### src/rtl/if_fetch_unit.sv
// Instruction fetch stage: issues word reads to instruction memory and fills the
// IF/ID register, parking one early-arriving word while the pipeline is stalled.
module if_fetch_unit #(
  parameter logic [31:0] RESET_PC = 32'h0000_0000
) (
  input  logic        clk,
  input  logic        reset,
  input  logic        stall,
  input  logic        branch_taken,
  input  logic [15:0] branch_imm16,
  input  logic [31:0] branch_pc4,
  output logic        imem_req,
  output logic [31:0] imem_addr,
  input  logic        imem_ack,
  input  logic [31:0] imem_rdata,
  output logic [31:0] inst,
  output logic        inst_valid,
  output logic [31:0] inst_pc4
);

  typedef enum logic [1:0] {
    IDLE = 2'd0,
    REQ  = 2'd1,
    HOLD = 2'd2
  } state_t;

  state_t      state_reg;
  logic [31:0] pc_reg;
  logic [31:0] inst_reg;
  logic        inst_valid_reg;
  logic [31:0] inst_pc4_reg;
  logic [31:0] buf_reg;
  logic [31:0] buf_pc4_reg;

  logic [31:0] target_next;
  logic [31:0] pc_plus4_next;

  // Masking the low bits of branch_pc4 word-aligns the base before adding the offset.
  assign target_next   = (branch_pc4 & 32'hFFFF_FFFC)
                       + {{14{branch_imm16[15]}}, branch_imm16, 2'b00};
  assign pc_plus4_next = pc_reg + 32'd4;

  assign imem_req   = (state_reg == REQ);
  assign imem_addr  = pc_reg;
  assign inst       = inst_reg;
  assign inst_valid = inst_valid_reg;
  assign inst_pc4   = inst_pc4_reg;

  // The pipeline registers advance on the falling edge, so this stage does too.
  always_ff @(negedge clk or posedge reset) begin
    if (reset) begin
      state_reg      <= IDLE;
      pc_reg         <= RESET_PC;
      inst_reg       <= 32'd0;
      inst_valid_reg <= 1'b0;
      inst_pc4_reg   <= 32'd0;
      buf_reg        <= 32'd0;
      buf_pc4_reg    <= 32'd0;
    end else if (state_reg == IDLE) begin
      if (branch_taken) begin
        pc_reg <= target_next;
      end
      state_reg <= REQ;
    end else if (branch_taken) begin
      // Redirect wins over stall and drops any word returned on this edge.
      pc_reg         <= target_next;
      inst_reg       <= 32'd0;
      inst_valid_reg <= 1'b0;
      buf_reg        <= 32'd0;
      buf_pc4_reg    <= 32'd0;
      state_reg      <= REQ;
    end else begin
      case (state_reg)
        REQ: begin
          if (imem_ack && !stall) begin
            inst_reg       <= imem_rdata;
            inst_valid_reg <= 1'b1;
            inst_pc4_reg   <= pc_plus4_next;
            pc_reg         <= pc_plus4_next;
          end else if (imem_ack && stall) begin
            buf_reg     <= imem_rdata;
            buf_pc4_reg <= pc_plus4_next;
            pc_reg      <= pc_plus4_next;
            state_reg   <= HOLD;
          end else if (!stall) begin
            inst_reg       <= 32'd0;
            inst_valid_reg <= 1'b0;
          end
        end
        HOLD: begin
          if (!stall) begin
            inst_reg       <= buf_reg;
            inst_valid_reg <= 1'b1;
            inst_pc4_reg   <= buf_pc4_reg;
            state_reg      <= REQ;
          end
        end
        default: begin
          state_reg <= IDLE;
        end
      endcase
    end
  end

endmodule
### config.mk
export PLATFORM = sky130hd
export DESIGN_NAME = if_fetch_unit
export DESIGN_NICKNAME = d
export VERILOG_FILES = /design/src/rtl/if_fetch_unit.sv
export SDC_FILE = /design/constraint.sdc
export NUM_CORES = 1
export LEC_CHECK = 0
export ABC_CLOCK_PERIOD_IN_PS = 6300
export CAP_MARGIN = 15
export CORE_ASPECT_RATIO = 1.4
export CORE_MARGIN = 4
export CORE_UTILIZATION = 50
export DETAILED_ROUTE_END_ITERATION = 10
export DONT_BUFFER_PORTS = 1
export HOLD_SLACK_MARGIN = 0.08
export PLACE_DENSITY_LB_ADDON = 0.3
export SLEW_MARGIN = 20
export SYNTH_ARGS = -nofsm -noshare
export SYNTH_HDL_FRONTEND = slang
export SYNTH_SLANG_ARGS = --single-unit
### constraint.sdc
create_clock -name clk -period 6.3 [get_ports clk]
set_clock_uncertainty 0.05 [all_clocks]
set_input_delay 0.945 -clock clk [delete_from_list [all_inputs] [get_ports clk]]
set_output_delay 0.945 -clock clk [all_outputs]
set_load 0.05 [all_outputs]
# Yosys cells after proc, flatten, opt, wreduce, memory -nomap -nowiden
# Cells that the tools add are included.
dict set report classes {
  mul 0
  shift 0
  n_lt_le_gt_ge 0
  n_reduce_logical 14
  muxes 34
  div_mod_pow 0
  n_addsub 2
  bitwise_logic 2
  n_eq_ne 12
}
# operator n
set op_table {}
lappend op_table {{32-bit 2-to-1 mux} 20}
lappend op_table {{32-bit one-hot mux with 2 select lines} 2}
lappend op_table {{32-bit by 3-bit adder with 32-bit output (second input constant)} 1}
lappend op_table {{32-bit adder} 1}
lappend op_table {{4-bit inequality test (second input constant)} 3}
lappend op_table {{2-bit 2-to-1 mux} 5}
lappend op_table {{5-bit AND reduction} 2}
lappend op_table {{2-bit inequality test (second input constant)} 3}
lappend op_table {{3-bit AND reduction} 2}
lappend op_table {{2-bit nonzero test} 3}
lappend op_table {{3-bit nonzero test} 2}
lappend op_table {{1-bit 2-to-1 mux} 5}
lappend op_table {{4-bit by 2-bit inequality test with 1-bit output (second input constant)} 1}
lappend op_table {{4-bit by 3-bit inequality test with 1-bit output (second input constant)} 1}
lappend op_table {{2-bit one-hot mux with 2 select lines} 1}
lappend op_table {{4-bit AND reduction} 1}
lappend op_table {{3-bit inequality test (second input constant)} 1}
lappend op_table {{2-bit by 1-bit equality test with 1-bit output (second input constant)} 1}
lappend op_table {{2-bit equality test (second input constant)} 1}
lappend op_table {{1-bit logical AND} 2}
lappend op_table {{2-bit logical NOT} 1}
lappend op_table {{2-bit by 1-bit inequality test with 1-bit output (second input constant)} 1}
lappend op_table {{1-bit inverter} 2}
lappend op_table {{1-bit one-hot mux with 2 select lines} 1}
lappend op_table {{1-bit logical NOT} 1}
dict set report word_totals {
  register_bits 163
  mem_bits_rw 0
  output_inout_bits 98
  mem_count 0
  elab_cells 71
  rom_bits 0
  latchBits 0
}

# Depth between registers and ports, before layout
# Gate-level depths: netlist of run 1.
dict set report depth {
  ltp_word 6
  depth_mapped 9
  ltp_nobuf 9
}

==> impl_metrics.tcl, run 1 <==
set metrics [dict create \
    status "complete, no violations" \
    portBuffers 0 \
    slew_headroom_pct 36.52 \
    grt-busiest-layer "met2" \
    syn_area_per_cell_um2 9.332 \
    final_antenna_net_count 0 \
    setup.worst_path.class "in -> reg" \
    final_common_cell "dfrtn_1" \
    met1_usage_pct 26.44 \
    antenna_found_initial 0 \
    synth_cell_types 62 \
    dp_cells 1164 \
    cts.clk_slew.worst_paths_ps 50 \
    yosys.area.top_type "dfrtn_1" \
    coreArea_um2 17330 \
    final_nets 1064 \
    worstSkewPairLatency_ps 390 \
    tritoncts "built" \
    grt_start_max_net_pins 67 \
    vias 6945 \
    final_area_um2 9950 \
    yosys-top-cells-area "dfrtn_1 45%, o21ai_0 5.6%, nand2_1 5.2%, mux2i_1 4.9%, a22o_1 4.8%" \
    dr.first_iter.drc_count 396 \
    power.density_nw_per_um2 365.9 \
    end_kind "flip-flop" \
    gr-usage-met3_pct 6.371 \
    drive_gt1_share_pct 9.781 \
    grt_pass1_wl_mm 35.03 \
    worstMarginPinSlew_ps 952.2 \
    clock-sinks 159 \
    dieArea_um2 19860 \
    placed_area_um2 9291 \
    fin_cells 1197 \
    synth_edf_count 0 \
    ioPinCount 183 \
    ys_warn_count 0 \
    firstDrtPassIters 6 \
    crit_arrival_ps 3010 \
    drt-total-wl_mm 21.72 \
    cts_resized 0 \
    synth_top_cell_area_share_pct 45.12 \
    maxCapViolCount 0 \
    holdBufCountCts 0 \
    power.total_mw 3.640 \
    synth_ff_type "dfrtn_1" \
    dieWidth_um 120.2 \
    netlist_area_um2 8818 \
    grt-ovfl-total 0 \
    dp_hpwl_mm 15.83 \
    rsz0062_at_grt "false" \
    vdd_ir_drop_max_mv 0.1854 \
    grt_pass1_vias 6817 \
    yosysSeqAreaShare_pct 45.12 \
    initial_utilization_pct 50.88 \
    die_y_um 165.1 \
    async_reset_ff_share_pct 100.0 \
    htree_levels 4 \
    setup_viol 0 \
    viasPerCell 5.802 \
    cts_buffers 17 \
    slew_violations 0 \
    cts_root_buf "clkbuf_16" \
    gr-usage-met2_pct 37.84 \
    hp-class "reg -> reg" \
    final_cell_mix "159 x dfrtn_1, 121 x nand2_1, 98 x o21ai_0, 82 x nor2_1, 57 x a21oi_1" \
    wl_per_cell_um 18.15 \
    cts_setup_buffers 0 \
    drcViolationCount 0 \
    synthCells 945 \
    startpoint_type "primary input" \
    area_growth_pct 12.83 \
    crit_fanout 3 \
    gp_congestion 0.9249 \
    clockBufferDepth 2 \
    p_leak_nw 4.636 \
    rows 57 \
    cp.required_ps 3330 \
    hold_viol 0 \
    ys_seq_elements 159 \
    gr-usage-all-layers_pct 21.80 \
    diodes 0 \
]
[synth_stat cells (4+ instances only)]
cell,count
dfrtn_1,159
nand2_1,121
o21ai_0,98
nor2_1,83
a21oi_1,57
clkbuf_1,49
a22o_1,48
mux2i_1,43
xor2_1,33
ha_1,30
xnor2_1,26
nand3_1,18
a21o_1,17
nand4_1,13
nor3_1,12
o31ai_1,11
a211oi_1,8
inv_1,8
a22oi_1,7
and3_1,7
a31oi_1,5
nor2b_1,5
nor4_1,5
or3_1,5
a41oi_1,4
and2_1,4
and4_1,4
buf_1,4
buf_2,4
nand2b_1,4
o21a_1,4
o22ai_1,4
[cell families (layout without fill, tap and decap cells)]
logic type / count (synthesis) / after routing / synth area share (%)
flops: 159 / 159 / 45.12
other cells: 1 / 2 / 0.04252
simple gates: 290 / 290 / 14.94
xor+xnor: 59 / 59 / 5.860
buf+inv: 69 / 84 / 3.136
compound gates: 293 / 293 / 21.54
mux: 43 / 43 / 4.881
fa+ha+maj: 31 / 31 / 4.484
[layer usage]
metal	part of all wire [%]	vias up
li1	-	3410
met1	41	3291
met2	50	220
met3	7.7	24
met4	1.5	0
met5	0	-
[per-stage QoR]
| stage | hold WS (ps) | TNS, ps | utilization [%] | worst slack (ps) |
|---|---|---|---|---|
| floorplan | 360.7 | 0 | - | 158.6 |
| global placement | 372.3 | -160.7 | 53.61 | -61.91 |
| detailed placement | 381.3 | -285.5 | 53.61 | -82.00 |
| CTS | 381.3 | 0 | 57.25 | 326.1 |
| global route | 408.0 | 0 | 57.41 | 156.1 |
| finish | 378.3 | 0 | 57.41 | 317.1 |
[power by group]
part	internal, mW	leakage, nW	switching (mW)
logic	0.287	2.30	0.373
clock network	0.676	0.300	0.412
registers	1.21	2.04	0.677
[final cells by class]
class / instances / area [µm²]
fill: 1564 / 7381
sequential: 159 / 3979
clock inverter: 13 / 187.7
clock buffer: 19 / 442.9
timing repair buffer: 44 / 387.9
inverter: 8 / 33.78
tap: 236 / 295.3
multi-input combinational: 718 / 4623
[worst max-delay path, stage by stage]
cell	delay, ps
ha_1	240
fa_1	400
a21oi_1	200
o22ai_1	180
o21ai_0	190
buf_4	150
a21oi_1	90
a221oi_1	300
xor2_1	220
a21oi_1	90
[worst paths after layout]
check,start,end,slack (ps),cells after the start
max in group asynchronous,reset,buf_reg[1],2000,2
worst max-delay path,branch_imm16[0],imem_addr[24],320,10
worst min register to register,buf_pc4_reg[2],buf_pc4_reg[2],380,2
worst max register to register,imem_addr[3],inst_pc4[22],3070,8
min in group asynchronous,reset,buf_pc4_reg[5],3460,1
worst min-delay path,buf_pc4_reg[2],buf_pc4_reg[2],380,2
No activity file was read; power rests on OpenSTA's default activity.
==> inputs of run 2 (changes only) <==
ABC_AREA = 1   (was unset)
==> impl_metrics.tcl, run 2 <==
set metrics [dict create \
    final_antenna_net_count 0 \
    crit_chain "ha_1, nand2_1, inv_1, a21oi_1, nand3_1, nand2_1, nand2_1, nand2_1, nand3_1, nand2_1, nand2_1" \
    tritoncts "built" \
    synth_ff_type "dfrtn_1" \
    clockBufferDepth 2 \
    slew_headroom_pct 38.28 \
    synth_edf_count 0 \
    startpoint_type "primary input" \
    multiInputGateArea_um2 5006 \
    synth_common_cells "497 x nand2_1, 182 x inv_1, 159 x dfrtn_1" \
    gp_congestion 0.9980 \
    crit_fanout 5 \
    synth_most_common_cell "nand2_1" \
    power.density_nw_per_um2 342.7 \
    crit_slowest_cell "ha_1" \
    cpLargestDelayFamily "simple AND/OR/NAND/NOR gates" \
    grt_start_max_net_pins 121 \
    ys_seq_elements 159 \
    setup_ws_ps 680.4 \
    worstSkewPairLatency_ps 400 \
    viasPerCell 5.397 \
    wl_per_cell_um 16.45 \
    critPathBufInv 1 \
    final_nets 1547 \
    rows 60 \
    synth_top_cell_area_share_pct 39.99 \
    pwr-share-comb_pct 19.6 \
    status "complete, no violations" \
    vdd_ir_drop_max_mv 0.2361 \
    setup.worst_path.class "in -> reg" \
    p_leak_nw 5.601 \
    syn_area_per_cell_um2 6.885 \
    cpMostUsedCell "nand2_1" \
    worstMarginPinSlew_ps 925.8 \
    yosys.area.top_type "dfrtn_1" \
    cts_resized 0 \
    initial_utilization_pct 51.37 \
    grt_pass1_vias 8925 \
    setup_viol 0 \
    clock-sinks 159 \
    gr-usage-all-layers_pct 25.27 \
    power.share.switching_pct 44.87 \
    maxCapViolCount 0 \
    slowest_delay_ps 350 \
    yosysSeqAreaShare_pct 39.99 \
    grt_pass1_wl_mm 45.40 \
    synth_cell_types 44 \
    ys_warn_count 0 \
    power.total_mw 3.688 \
    ioPinCount 183 \
    htree_levels 4 \
    async_reset_ff_share_pct 100.0 \
    final_common_cell "nand2_1" \
    final_cell_mix "496 x nand2_1, 181 x inv_1, 159 x dfrtn_1, 154 x o21ai_0, 90 x nor2_1" \
    dp_hpwl_mm 21.51 \
    p_int_mw 2.033 \
    area_growth_pct 8.149 \
    synthCells 1445 \
    cts_setup_buffers 0 \
    cts_root_buf "clkbuf_16" \
    antenna_found_initial 0 \
    die_y_um 174.9 \
    vias 9131 \
    seq_power_share_pct 52.0 \
    tns_ps 0 \
    holdBufCountCts 0 \
    filler_cell_count 1909 \
    yosys-top-cells-area "dfrtn_1 40%, nand2_1 19%, o21ai_0 7.7%, inv_1 6.9%, a21oi_1 3.8%" \
    netlist_area_um2 9950 \
    portBuffers 0 \
    fin_cells 1692 \
    seqCellArea_um2 3979 \
    power_frac_clock_pct 28.4 \
    firstDrtPassIters 5 \
    grt-ovfl-total 0 \
    dieWidth_um 127.2 \
    drcViolationCount 0 \
    end_kind "flip-flop" \
    coreArea_um2 19370 \
    cts.clk_slew.worst_paths_ps 50 \
    cp.required_ps 3350 \
    drive_gt1_share_pct 5.540 \
    dr.first_iter.drc_count 554 \
    cts_buffers 17 \
    slew_violations 0 \
    diodes 0 \
    dp_cells 1660 \
    crit_arrival_ps 2670 \
    hold_viol 0 \
    dieArea_um2 22250 \
    rsz0062_at_grt "false" \
    hp-class "reg -> reg" \
    p_sw_mw 1.655 \
    pre_cts_slack_ps 301.7 \
    drt-total-wl_mm 27.83 \
]
==> run 2: cell count changes after synthesis, sizes merged, moves of 16 or more <==
cell,delta
mux2i,-43
a21oi,+20
nand3,+51
buf,+18
inv,+182
o21ai,+74
clkbuf,-27
xnor2,-20
nand2,+381
xor2,-16
a22o,-46
==> run 2: cells by family (layout without fill, tap and decap cells) <==
group	after synthesis	count (layout)	synth area share, %
buffers and inverters	243	241	9.872
XOR/XNOR	23	23	2.025
other	1	2	0.03769
adder cells (fa/ha/maj)	31	31	3.974
AO/OA/AOI/OAI	286	286	15.41
AND/OR/NAND/NOR	702	702	28.70
flip-flops	159	159	39.99
==> run 2: final timing paths <==
| path | slack [ps] | cells after the start | from | to |
|---|---|---|---|---|
| setup / recovery | 680 | 11 | branch_imm16[10] | imem_addr[29] |
| hold / removal | 380 | 2 | buf_pc4_reg[26] | buf_pc4_reg[26] |
| setup reg to reg | 3460 | 8 | imem_addr[2] | inst_pc4[14] |
| hold reg to reg | 380 | 2 | buf_pc4_reg[26] | buf_pc4_reg[26] |
| max in group asynchronous | 2010 | 2 | reset | buf_reg[2] |
| min in group asynchronous | 3300 | 1 | reset | inst[8] |
==> run 2: routing by layer <==
metal	share of wire [%]	GRT usage (%)	vias up
li1	-	-	4574
met1	38	28.93	4206
met2	52	45.76	285
met3	6.6	5.076	66
met4	3.7	9.928	0
met5	0	0	-
==> run 2: worst reg2reg max path, cell delays in order (launching register included) <==
cell and delay (ps):
dfrtn_1 820, ha_1 370, nand2_2 110, nor2_1 270
inv_1 140, nor2_2 290, xor2_1 360, o21ai_0 160
o21a_1 130
==> run 2: power groups by stage <==
stage	sequential (mW)	combinational, mW	clock, mW
after floorplan	1.86	0.558	0
after global placement	1.94	0.707	0
after detailed placement	1.94	0.722	0
after CTS	1.93	0.726	1.06
after global routing	1.94	0.830	1.11
final	1.92	0.723	1.05
==> run 2: cell type report <==
class | instances | share of cell area (%)
clock inverter | 13 | 1.337
tap | 248 | 2.884
inverter | 191 | 6.698
multi-input combinational | 1044 | 46.52
clock buffer | 19 | 4.209
sequential | 159 | 36.98
timing repair buffer | 18 | 1.372
==> run 2: per-stage QoR <==
stage          util, %  hold slack [ps]  area, µm²
2_1_floorplan        -            358.5       9957
3_3_place_gp     52.45            371.3      10160
3_5_place_dp     52.45            380.3      10160
4_1_cts          55.53            383.3      10760
5_1_grt          55.56            407.0      10760
6_report         55.56            382.1      10760
==> inputs of run 3 (changes only) <==
CORE_UTILIZATION = 32   (was 50)
MAX_ROUTING_LAYER = met4   (was unset)
==> impl_metrics.tcl, run 3 (synthesized netlist as in run 2, its figures left out) <==
set metrics [dict create \
    dp_cells 1803 \
    vias 9001 \
    gp_congestion 0.9471 \
    final_cell_mix "496 x nand2_1, 181 x inv_1, 159 x dfrtn_1, 154 x o21ai_0, 90 x nor2_1" \
    rows 76 \
    holdBufCountCts 0 \
    p_leak_nw 5.602 \
    placed_area_um2 10340 \
    dieWidth_um 157.0 \
    viasPerCell 4.905 \
    crit_arrival_ps 4580 \
    hold_viol 0 \
    grt-ovfl-total 0 \
    maxCapViolCount 0 \
    crit_fanout 3 \
    dp_hpwl_mm 23.77 \
    final_area_um2 10990 \
    dieArea_um2 34020 \
    clock-sinks 159 \
    cts_resized 0 \
    rsz0062_at_grt "false" \
    drt-total-wl_mm 30.85 \
    hp-class "reg -> reg" \
    grt_start_max_net_pins 127 \
    power.total_mw 3.798 \
    firstDrtPassIters 5 \
    drive_gt1_share_pct 5.402 \
    slew_violations 0 \
    slew_headroom_pct 37.79 \
    die_y_um 216.6 \
    cts_buffers 17 \
    cts_root_buf "clkbuf_16" \
    coreArea_um2 30710 \
    final_nets 1548 \
    antenna_found_initial 1 \
    initial_utilization_pct 32.39 \
    status "complete, no violations" \
    worstMarginPinSlew_ps 933.1 \
    setup_viol 0 \
    setup.worst_path.class "reg -> out" \
    final_antenna_net_count 0 \
    drcViolationCount 0 \
    tritoncts "built" \
    post-route-util_pct 35.77 \
    cts_setup_buffers 0 \
    grt_pass1_wl_mm 48.93 \
    cts.clk_slew.worst_paths_ps 50 \
    fin_cells 1835 \
    worstSkewPairLatency_ps 410 \
    ioPinCount 183 \
    tns_ps 0 \
    portBuffers 0 \
    htree_levels 4 \
    gr-usage-all-layers_pct 18.86 \
    cp.required_ps 5300 \
    startpoint_type "flip-flop" \
    area_growth_pct 10.43 \
    end_kind "output pin" \
    vdd_ir_drop_max_mv 0.2637 \
    final_common_cell "nand2_1" \
    grt_pass1_vias 8847 \
    power.density_nw_per_um2 345.7 \
    dr.first_iter.drc_count 496 \
    wl_per_cell_um 16.81 \
    clockBufferDepth 2 \
]
-- run 3: cell type report --
type	count	area, µm²
clock buffer	19	432.9
fill	3336	19730
multi-input combinational	1044	5001
clock inverter	12	207.7
sequential	159	3979
antenna	1	2.502
timing repair buffer	19	155.1
inverter	191	720.7
tap	390	488.0
-- run 3: where the power goes --
| part | leakage (nW) | switching, mW | internal (mW) | total (mW) |
|---|---|---|---|---|
| registers | 2.03 | 0.731 | 1.20 | 1.94 |
| clock network | 0.301 | 0.427 | 0.705 | 1.13 |
| logic | 3.27 | 0.487 | 0.243 | 0.731 |
| total | 5.60 | 1.65 | 2.15 | 3.80 |
-- run 3: metal layers --
| metal | GRT usage, % | share of wire (%) | vias up |
|---|---|---|---|
| met2 | 32.95 | 51 | 206 |
| met5 | - | 0 | - |
| li1 | - | - | 4574 |
| met4 | 6.141 | 2.5 | 0 |
| met3 | 4.375 | 6.0 | 39 |
| met1 | 21.17 | 41 | 4182 |
-- run 3: worst paths after layout --
| path | endpoint | slack (ps) | startpoint | cells after the start |
|---|---|---|---|---|
| max | inst_pc4[1] | 730 | inst_pc4[1] | 0 |
| min | buf_reg[31] | 380 | buf_reg[31] | 2 |
| max reg2reg | inst_pc4[14] | 3430 | imem_addr[2] | 8 |
| min reg2reg | buf_reg[31] | 380 | buf_reg[31] | 2 |
| max in group asynchronous | inst_pc4[22] | 1920 | reset | 2 |
| min in group asynchronous | inst[7] | 3490 | reset | 2 |
-- run 3: per-stage QoR --
step / setup WS, ps / hold WS, ps
global route: 631.0 / 395.8
floorplan: 257.4 / 358.5
CTS: 698.9 / 380.3
global placement: 328.4 / 372.1
detailed placement: 328.2 / 378.1
finish: 725.8 / 375.7
